**config.mk**
```make
export PLATFORM = sky130hd
export DESIGN_NAME = psram_cache
export DESIGN_NICKNAME = d
export VERILOG_FILES = /design/src/rtl/psram_cache_pkg.sv /design/src/rtl/cache_data_ram.sv /design/src/rtl/psram_cache.sv
export SDC_FILE = /design/constraint.sdc
export NUM_CORES = 2
export LEC_CHECK = 0
export ABC_AREA = 1
export ABC_CLOCK_PERIOD_IN_PS = 9860
export CELL_PAD_IN_SITES_DETAIL_PLACEMENT = 1
export CELL_PAD_IN_SITES_GLOBAL_PLACEMENT = 2
export CORE_MARGIN = 2
export CORE_UTILIZATION = 39
export DETAILED_ROUTE_END_ITERATION = 7
export PLACE_DENSITY = 0.78
export SYNTH_ARGS = -nofsm -noshare
export SYNTH_HDL_FRONTEND = slang
export SYNTH_SLANG_ARGS = --single-unit
export TNS_END_PERCENT = 20
```
**constraint.sdc**
```tcl
create_clock -name clk -period 9.86 [get_ports clk]
set_clock_uncertainty 0.1 [all_clocks]
set_input_delay 1.972 -clock clk [delete_from_list [all_inputs] [get_ports clk]]
set_output_delay 1.972 -clock clk [all_outputs]
set_load 0.02 [all_outputs]
```
**src/rtl/psram_cache_pkg.sv**
```systemverilog
// Shared types and sizing helpers for the PSRAM word cache.
package psram_cache_pkg;

  localparam int ADDR_W = 23;

  typedef enum logic [2:0] {
    ST_IDLE,
    ST_LOOKUP,
    ST_MEM_REQ,
    ST_RELEASE,
    ST_RESP
  } state_t;

  function automatic int tag_w(input int lines);
    return ADDR_W - $clog2(lines);
  endfunction

endpackage

```
**src/rtl/cache_data_ram.sv**
```systemverilog
// One-word-per-line data store: registered read, per-byte write enables.
// Each byte lane is its own array so the tools map it straight onto block RAM.
module cache_data_ram #(
  parameter int LINES = 64,
  parameter int IDX_W = $clog2(LINES)
) (
  input  logic             clk,
  input  logic             rd_en,
  input  logic [IDX_W-1:0] rd_idx,
  output logic [31:0]      rd_data,
  input  logic [3:0]       wr_be,
  input  logic [IDX_W-1:0] wr_idx,
  input  logic [31:0]      wr_data
);

  for (genvar gi = 0; gi < 4; gi++) begin : g_lane
    logic [7:0] lane_mem [LINES];
    logic [7:0] lane_rd;

    always_ff @(posedge clk) begin
      if (wr_be[gi]) lane_mem[wr_idx] <= wr_data[8*gi +: 8];
      if (rd_en) lane_rd <= lane_mem[rd_idx];
    end

    assign rd_data[8*gi +: 8] = lane_rd;
  end

endmodule

```
**src/rtl/psram_cache.sv**
```systemverilog
// Direct-mapped, write-through, no-write-allocate word cache in front of qqspi.
// Read hits complete in two cycles; misses and every write use the 4-phase memory handshake.
module psram_cache
  import psram_cache_pkg::*;
#(
  parameter int LINES = 64
) (
  input  logic              clk,
  input  logic              resetn,
  input  logic              cpu_valid,
  input  logic [ADDR_W-1:0] cpu_addr,
  input  logic [31:0]       cpu_wdata,
  input  logic [3:0]        cpu_wstrb,
  output logic [31:0]       cpu_rdata,
  output logic              cpu_ready,
  input  logic              flush,
  output logic              mem_valid,
  output logic [ADDR_W-1:0] mem_addr,
  output logic [31:0]       mem_wdata,
  output logic [3:0]        mem_wstrb,
  input  logic [31:0]       mem_rdata,
  input  logic              mem_ready,
  output logic [31:0]       stat_hits,
  output logic [31:0]       stat_misses
);

  localparam int IDX_W = $clog2(LINES);
  localparam int TAG_W = tag_w(LINES);

  state_t            state_reg, state_next;
  logic [ADDR_W-1:0] addr_reg;
  logic [31:0]       wdata_reg;
  logic [3:0]        wstrb_reg;
  logic              hit_reg;
  logic              flush_pend_reg;
  logic [LINES-1:0]  valid_reg;

  logic [TAG_W-1:0]  tag_mem [LINES];
  logic [TAG_W-1:0]  tag_rd;
  logic [31:0]       line_rd;

  logic [IDX_W-1:0]  cur_idx;
  logic [TAG_W-1:0]  cur_tag;
  logic              is_write;
  logic              lookup_hit;
  logic              flush_now;

  logic              accept;
  logic              clear_all;
  logic              fill;
  logic [3:0]        ram_be;
  logic [31:0]       ram_wdata;
  logic              cpu_ready_next;
  logic              mem_valid_next;
  logic [31:0]       cpu_rdata_next;
  logic [31:0]       hits_next;
  logic [31:0]       misses_next;

  assign cur_idx    = addr_reg[IDX_W-1:0];
  assign cur_tag    = addr_reg[ADDR_W-1:IDX_W];
  assign is_write   = |wstrb_reg;
  assign lookup_hit = valid_reg[cur_idx] && (tag_rd == cur_tag);
  assign flush_now  = flush | flush_pend_reg;

  cache_data_ram #(
    .LINES (LINES),
    .IDX_W (IDX_W)
  ) u_data_ram (
    .clk     (clk),
    .rd_en   (accept),
    .rd_idx  (cpu_addr[IDX_W-1:0]),
    .rd_data (line_rd),
    .wr_be   (ram_be),
    .wr_idx  (cur_idx),
    .wr_data (ram_wdata)
  );

  // Tag store is read alongside the data RAM so both are ready in LOOKUP.
  always_ff @(posedge clk) begin
    if (fill) tag_mem[cur_idx] <= cur_tag;
    if (accept) tag_rd <= tag_mem[cpu_addr[IDX_W-1:0]];
  end

  always_comb begin
    state_next     = state_reg;
    cpu_ready_next = 1'b0;
    cpu_rdata_next = cpu_rdata;
    mem_valid_next = mem_valid;
    hits_next      = stat_hits;
    misses_next    = stat_misses;
    accept         = 1'b0;
    clear_all      = 1'b0;
    fill           = 1'b0;
    ram_be         = 4'b0000;
    ram_wdata      = mem_rdata;

    case (state_reg)
      ST_IDLE: begin
        if (flush_now) begin
          clear_all = 1'b1;
        end else if (cpu_valid) begin
          accept     = 1'b1;
          state_next = ST_LOOKUP;
        end
      end
      ST_LOOKUP: begin
        if (!is_write && lookup_hit) begin
          cpu_rdata_next = line_rd;
          cpu_ready_next = 1'b1;
          hits_next      = stat_hits + 32'd1;
          state_next     = ST_RESP;
        end else begin
          if (!is_write) misses_next = stat_misses + 32'd1;
          mem_valid_next = 1'b1;
          state_next     = ST_MEM_REQ;
        end
      end
      ST_MEM_REQ: begin
        if (mem_ready) begin
          mem_valid_next = 1'b0;
          cpu_ready_next = 1'b1;
          state_next     = ST_RELEASE;
          if (!is_write) begin
            fill           = 1'b1;
            ram_be         = 4'b1111;
            cpu_rdata_next = mem_rdata;
          end else if (hit_reg) begin
            ram_be    = wstrb_reg;
            ram_wdata = wdata_reg;
          end
        end
      end
      // Hold off new requests until qqspi has completed the 4-phase return.
      ST_RELEASE: begin
        if (!mem_ready) state_next = ST_IDLE;
      end
      ST_RESP: begin
        state_next = ST_IDLE;
      end
      default: begin
        state_next = ST_IDLE;
      end
    endcase
  end

  always_ff @(posedge clk or posedge resetn) begin
    if (resetn) begin
      state_reg      <= ST_IDLE;
      addr_reg       <= '0;
      wdata_reg      <= '0;
      wstrb_reg      <= '0;
      hit_reg        <= 1'b0;
      flush_pend_reg <= 1'b0;
      valid_reg      <= '0;
      cpu_ready      <= 1'b0;
      cpu_rdata      <= '0;
      mem_valid      <= 1'b0;
      mem_addr       <= '0;
      mem_wdata      <= '0;
      mem_wstrb      <= '0;
      stat_hits      <= '0;
      stat_misses    <= '0;
    end else begin
      state_reg   <= state_next;
      cpu_ready   <= cpu_ready_next;
      cpu_rdata   <= cpu_rdata_next;
      mem_valid   <= mem_valid_next;
      stat_hits   <= hits_next;
      stat_misses <= misses_next;

      // A line filled while a flush is pending is cleared on the next IDLE cycle.
      flush_pend_reg <= clear_all ? 1'b0 : (flush_pend_reg | flush);
      if (clear_all) valid_reg <= '0;
      else if (fill) valid_reg[cur_idx] <= 1'b1;

      if (accept) begin
        addr_reg  <= cpu_addr;
        wdata_reg <= cpu_wdata;
        wstrb_reg <= cpu_wstrb;
      end

      if (state_reg == ST_LOOKUP) begin
        hit_reg   <= lookup_hit;
        mem_addr  <= addr_reg;
        mem_wdata <= wdata_reg;
        mem_wstrb <= wstrb_reg;
      end
    end
  end

endmodule

```
---- Word level (Yosys, flattened, before mapping) ----
Memory sizes are Yosys's and may differ from the RTL's. A register that Yosys moved wholly into a read port is not among the register bits.
Index checks and enable logic that the tools add are counted.
word-level totals
  register bits after elaboration ......... 285
  bits in latches ......................... 0
  memory bits (writable) .................. 3,136
  bits in read-only memories .............. 0
  input bits .............................. 96
  logic and storage cells ................. 101
  memories kept ........................... 5
operators by class
  add/sub/neg operators ................... 2
  multipliers ............................. 0
  divide/modulo/power cells ............... 0
  magnitude comparators ................... 2
  eq/ne operators ......................... 11
  shift-type cells ........................ 0
  muxes and demuxes ....................... 49
  bitwise operators ....................... 4
  reduce and logical (&&, ||, !) cells .... 13
memory list
  name                           depth  bits a word  read ports  clocked after Yosys merged registers in  write ports  line                  text
  tag_mem                        64     17           1           1                                        1            psram_cache.sv:38     logic [TAG_W-1:0] tag_mem [LINES];
  u_data_ram.g_lane[0].lane_mem  64     8            1           1                                        1            cache_data_ram.sv:17  logic [7:0] lane_mem [LINES];
  u_data_ram.g_lane[1].lane_mem  64     8            1           1                                        1            cache_data_ram.sv:17
  u_data_ram.g_lane[2].lane_mem  64     8            1           1                                        1            cache_data_ram.sv:17
  u_data_ram.g_lane[3].lane_mem  64     8            1           1                                        1            cache_data_ram.sv:17
operators with widths
  kind                                                                count
  two-way mux 32 bit                                                  7
  two-way mux 64 bit                                                  2
  adder 32 x 1 -> 32 bit (second input constant)                      2
  bitwise OR 64 bit                                                   1
  one-hot mux 32 bit (2 select lines)                                 1
  two-way mux 1 bit                                                   25
  equality test 17 bit                                                1
  two-way mux 4 bit                                                   4
  two-way mux 3 bit                                                   5
  != test 2 bit (second input constant)                               7
  one-hot mux 3 bit (4 select lines)                                  1
  AND reduction 4 bit                                                 2
  < comparator 6 x 7 -> 1 bit (second input constant)                 1
  binary-select mux 1 bit (select 6 bit)                              1
  demux 1 bit (select 6 bit)                                          1
  equality test 3 x 2 -> 1 bit (second input constant)                2
  greater-or-equal comparator 6 x 1 -> 1 bit (second input constant)  1
  AND reduction 3 bit                                                 2
  one-hot mux 1 bit (2 select lines)                                  2
  nonzero test 2 bit                                                  2
  OR reduction 4 bit                                                  1
  equality test 3 x 1 -> 1 bit (second input constant)                1
  logical AND 1 bit                                                   3
  zero test 3 bit                                                     1
  other kinds (4)                                                     5

---- Longest topological paths before layout ----
  depth after elaboration ................. 7
  gate-level depth with buffers ........... 18
  depth with buffers taken out ............ 15

---- Modules after synthesis ----
From an unflattened synthesis, not the netlist that was laid out.
second synthesis, totals
  cells, all modules ...................... 12,118
  area total of the unflattened synthesis .. 141,146.6 um2
modules (own cells, without submodules)
  module          instances  cells an instance  area an instance (um2)  seq. area each (um2)
  cache_data_ram  1          7,061              84,099.4                62,459.9
  psram_cache     1          5,057              57,047.2                40,313.7

---- Worst setup path before layout ----
No wires, ideal clock.
  path kind ............................... input -> register
  start ................................... input mem_ready
  end ..................................... memory u_data_ram.g_lane[0].lane_mem[0][0], data pin
  library setup time ...................... 0.702 ns
  data arrival time ....................... 5.398 ns
  setup slack ............................. 3.661 ns
  stages on the path ...................... 7
  buffers on the path ..................... 1
  cell sequence ........................... nand2_1 -> nor2_1 -> inv_1 -> nor2_2 -> nand2_1 -> clkbuf_1 -> o21ai_0
between the ends
  word-level cells in the longest chain between the ends .. 2
ends and longest elaborated chain
  element                 line                  text
  start: declaration      psram_cache.sv:22     input logic mem_ready,
  two-way mux 32 bit      psram_cache.sv:119    if (mem_ready) begin
  two-way mux 32 bit      psram_cache.sv:97     case (state_reg)
  named net ram_wdata[0]  psram_cache.sv:52     logic [31:0] ram_wdata;
  end: declaration        cache_data_ram.sv:17
The timed path passes the listed nets, and every way through them passes these cells.

==> flow_results.xml <==
<?xml version="1.0" encoding="UTF-8"?>
<metrics>
  <group name="global_routing">
    <metric name="grt_first_pass_wirelength" unit="microns">676000</metric>
    <metric name="largest_net_degree_at_the_start_of_global_routing" unit="">260</metric>
    <metric name="first_global_vias" unit="">98700</metric>
    <metric name="total_congestion_overflow_after_global_routing" unit="">0</metric>
    <metric name="grt_antenna_before_repair" unit="">27</metric>
    <metric name="grt_usage" unit="">0.250</metric>
  </group>
  <group name="flow_run">
    <metric name="max-cap-violations" unit="">0</metric>
  </group>
  <group name="clock_network">
    <metric name="clock_tree_from_tritoncts" unit="">done</metric>
    <metric name="worst_skew_pair.late_latency" unit="ns">0.93</metric>
    <metric name="clock_input_transition_at_the_sequential_cells_of_the_worst_setup_and_hold_paths" unit="ns">0.06</metric>
    <metric name="postCtsSetupBuffers" unit="">0</metric>
    <metric name="cts_hold_buf" unit="">0</metric>
    <metric name="number_of_clock_sinks_seen_by_cts" unit="">3470</metric>
    <metric name="clk_path_buf_depth" unit="">4</metric>
    <metric name="cts_max_level" unit="">5</metric>
    <metric name="cts_made_buffers" unit="">356</metric>
    <metric name="cts_repair_resize_count" unit="">0</metric>
    <metric name="root_buffer" unit="">clkbuf_16</metric>
  </group>
  <group name="drt">
    <metric name="post-route-drc-count" unit="">4</metric>
    <metric name="avgViaCountPerCell" unit="">5.76</metric>
    <metric name="wl_per_cell" unit="microns">27.9</metric>
    <metric name="via_count" unit="">96200</metric>
    <metric name="first_drt_iteration_drcs" unit="">9733</metric>
    <metric name="drt_pass1_iterations" unit="">6</metric>
    <metric name="ant_nets" unit="">0</metric>
    <metric name="postRouteWirelength" unit="microns">466000</metric>
  </group>
  <group name="cells_and_area">
    <metric name="post_route_cells_drive_above_1_share" unit="">0.0722</metric>
    <metric name="seq_area" unit="sq um">103000</metric>
    <metric name="fillers" unit="">37000</metric>
    <metric name="largest_register_ff_count" unit="">2048</metric>
    <metric name="final_nets" unit="">11700</metric>
    <metric name="post-route-util" unit="">0.446</metric>
    <metric name="syn_to_layout_area_delta" unit="%">13.5</metric>
    <metric name="multiInputGateArea" unit="sq um">33200</metric>
  </group>
  <group name="floorplan">
    <metric name="floorplan.die_area" unit="sq um">363000</metric>
    <metric name="floorplan.initialDensity" unit="">0.392</metric>
    <metric name="die_x" unit="microns">603</metric>
    <metric name="chipHeight" unit="microns">603</metric>
    <metric name="core" unit="sq um">356000</metric>
    <metric name="row_count" unit="">219</metric>
    <metric name="pin_count" unit="">253</metric>
  </group>
  <group name="timing">
    <metric name="finalHoldWorstSlack" unit="ns">0.371</metric>
    <metric name="relSlewSlack" unit="">0.0130</metric>
    <metric name="finalSetupViolations" unit="">0</metric>
    <metric name="rsz0062_at_grt" unit="">no</metric>
    <metric name="max_freq" unit="GHz">0.184</metric>
    <metric name="finalCritPeriodShare" unit="">0.551</metric>
    <metric name="period_needed" unit="ns">5.44</metric>
    <metric name="tightestPinTransition" unit="ns">1.48</metric>
    <metric name="timing.final.max_slew_violations" unit="">0</metric>
    <metric name="hold_viol_final" unit="">0</metric>
    <metric name="final.setup.tns" unit="ns">0</metric>
  </group>
  <group name="worst_hold_path">
    <metric name="hold_path.class" unit="">flip-flop to flip-flop</metric>
  </group>
  <group name="worst_setup_path">
    <metric name="cp-endpoint" unit="">u_data_ram.g_lane[2].lane_rd[5]</metric>
    <metric name="crit_type" unit="">input pin to flip-flop</metric>
    <metric name="crit_family" unit="">buffers and inverters</metric>
    <metric name="worst_path_most_repeated_cell" unit="">nand3_1</metric>
    <metric name="worst-endpoint-arrival" unit="ns">6.00</metric>
    <metric name="regToRegStartpoint" unit="">addr_reg[1]</metric>
    <metric name="cp.required" unit="ns">10.43</metric>
    <metric name="startpoint" unit="">cpu_addr[0]</metric>
    <metric name="timing.critical_path.cells" unit="">buf_8, clkinv_16, buf_12, o21ai_1, o22ai_1, nand2_1, nand3_1, nand3_1, a21oi_1, or2_1</metric>
    <metric name="endpoint_kind" unit="">flip-flop</metric>
    <metric name="r2r_setup_slack" unit="ns">4.97</metric>
    <metric name="cpPeakStageDelay" unit="ns">0.65</metric>
    <metric name="worst-r2r-cell-count" unit="">8</metric>
    <metric name="slowest_stage" unit="">buf_12</metric>
    <metric name="worst-path-max-fanout" unit="">259</metric>
    <metric name="critical_path_depth" unit="">10</metric>
    <metric name="crit_buf_inv" unit="">3</metric>
    <metric name="critPathLaunchType" unit="">input pin</metric>
    <metric name="reg2reg_to" unit="">tag_mem[26][6]</metric>
  </group>
  <group name="synth">
    <metric name="synth_area_per_cell" unit="sq um">12.0</metric>
    <metric name="synth_seq_cells" unit="">3470</metric>
    <metric name="syn_area" unit="sq um">140000</metric>
    <metric name="synth_largest_area_cell" unit="">edfxtp_1</metric>
    <metric name="post_synth_inst_count" unit="">11600</metric>
    <metric name="synth.yosys.warnings" unit="">0</metric>
    <metric name="synth_largest_type_area_fraction" unit="">0.684</metric>
    <metric name="synth.area.top_cells" unit="">edfxtp_1 (68%), nor2_1 (5.8%), o21ai_0 (5.6%)</metric>
    <metric name="synth-seq-area-share" unit="">0.735</metric>
    <metric name="yosys.cell_types.count" unit="">40</metric>
    <metric name="synth_fp_nets" unit="">11700</metric>
  </group>
  <group name="status">
    <metric name="outcome" unit="">finished, violations left</metric>
    <metric name="failing_checks" unit="">design-rule violations</metric>
  </group>
  <group name="placement">
    <metric name="port_buffers" unit="">252</metric>
    <metric name="hpwlAfterDp" unit="microns">266000</metric>
    <metric name="routabilityCongestion" unit="">0.822</metric>
  </group>
  <group name="power_and_ir_drop">
    <metric name="ir_worst_vdd" unit="mV">0.175</metric>
    <metric name="power_leakage" unit="nW">52.8</metric>
    <metric name="total_power" unit="mW">35.8</metric>
    <metric name="powerDensity" unit="nW/um^2">225</metric>
  </group>
</metrics>
[area by class of cell]
type,instances,share of cell area
sequential,3470,0.648
multi-input combinational,7152,0.209
clock buffer,463,0.0613
tap,4751,0.0375
timing repair buffer,459,0.0274
clock inverter,177,0.0114
inverter,201,0.00513
antenna,20,0.000315
[cell usage in the layout (no fill, tap or decap), types with 19 or more instances in the layout]
cell type and count:
buf_4 188, bufinv_16 36, inv_1 189, o21ai_1 144, nand3_1 644, clkinv_1 60, or2_1 45, clkbuf_1 77
o21ai_4 32, nand2_1 1536, diode_2 20, clkbuf_8 19, nor2_1 2095, clkinv_2 58, clkbuf_16 367, xor2_1 48
clkdlybuf4s50_1 246, dfrtp_1 268, o22ai_1 780, nor2_2 69, xnor2_1 23, a21oi_1 92, buf_12 21, edfxtp_1 3185
nor3_1 36, o21ai_0 1542
[worst min path at each step]
stage,to,slack (ns),from,depth (start not counted)
finish,mem_wstrb[2],0.37,mem_wstrb[2],2
global placement,mem_addr[9],0.36,mem_addr[9],2
global route,mem_wstrb[3],0.41,mem_wstrb[3],2
CTS,mem_wstrb[2],0.38,mem_wstrb[2],2
floorplan,hit_reg,0.35,hit_reg,2
detailed placement,mem_addr[9],0.36,mem_addr[9],2
[cell families (layout without fill, tap and decap cells)]
group                    Yosys count  in the layout  synth area share
adder cells (fa/ha/maj)            2              2          0.000179
XOR/XNOR                          71             71           0.00445
AND/OR/NAND/NOR                 4469           4469             0.128
flip-flops                      3470           3470             0.735
buffers and inverters            994           1300            0.0310
AO/OA/AOI/OAI                   2610           2610             0.101
other                              0             20                 0
[tightest hold or removal path, cell delays in order, from the launching register on]
cell and delay (ns):
dfrtp_1 0.34, nand2_1 0.06, nand2_1 0.05
[cell usage after synthesis (all sizes together)]
cell type	count
inv	201
nor3	37
dfrtp	285
a21boi	2
nor2	2167
o211ai	11
or2	46
nor4	12
nand4	15
ha	2
nor3b	1
nand2	1541
nand3	645
or3	1
o221ai	3
edfxtp	3185
clkbuf	452
o21ai	1718
nand3b	4
o22ai	780
xor2	48
buf	341
xnor2	23
a21oi	96
[per-layer routing]
layer / part of all wire / track usage / vias up / routed length (microns)
met4: 0.036 / 0.0902 / 10 / 16800
met3: 0.077 / 0.0436 / 680 / 36000
met2: 0.47 / 0.405 / 3686 / 219000
li1: - / - / 41800 / -
met5: 0.00013 / 0 / - / 62
met1: 0.42 / 0.339 / 50100 / 195000
[where the power goes]
group          leakage [nW]  internal [mW]  switching [mW]
sequential             32.4           17.2           0.311
combinational          14.8           1.06            3.62
clock                  5.64           7.88            5.72
total                  52.8           26.1            9.65
[through the flow]
step / setup WS, ns / instances / instance area, sq um
final: 4.42 / 16700 / 159000
after detailed placement: 3.70 / 16000 / 147000
after global routing: 4.48 / 16700 / 159000
after global placement: 3.68 / 16000 / 147000
after CTS: 4.67 / 16700 / 159000
after floorplan: 3.66 / 11600 / 140000
Note: power is estimated with default switching activity, not from simulation.
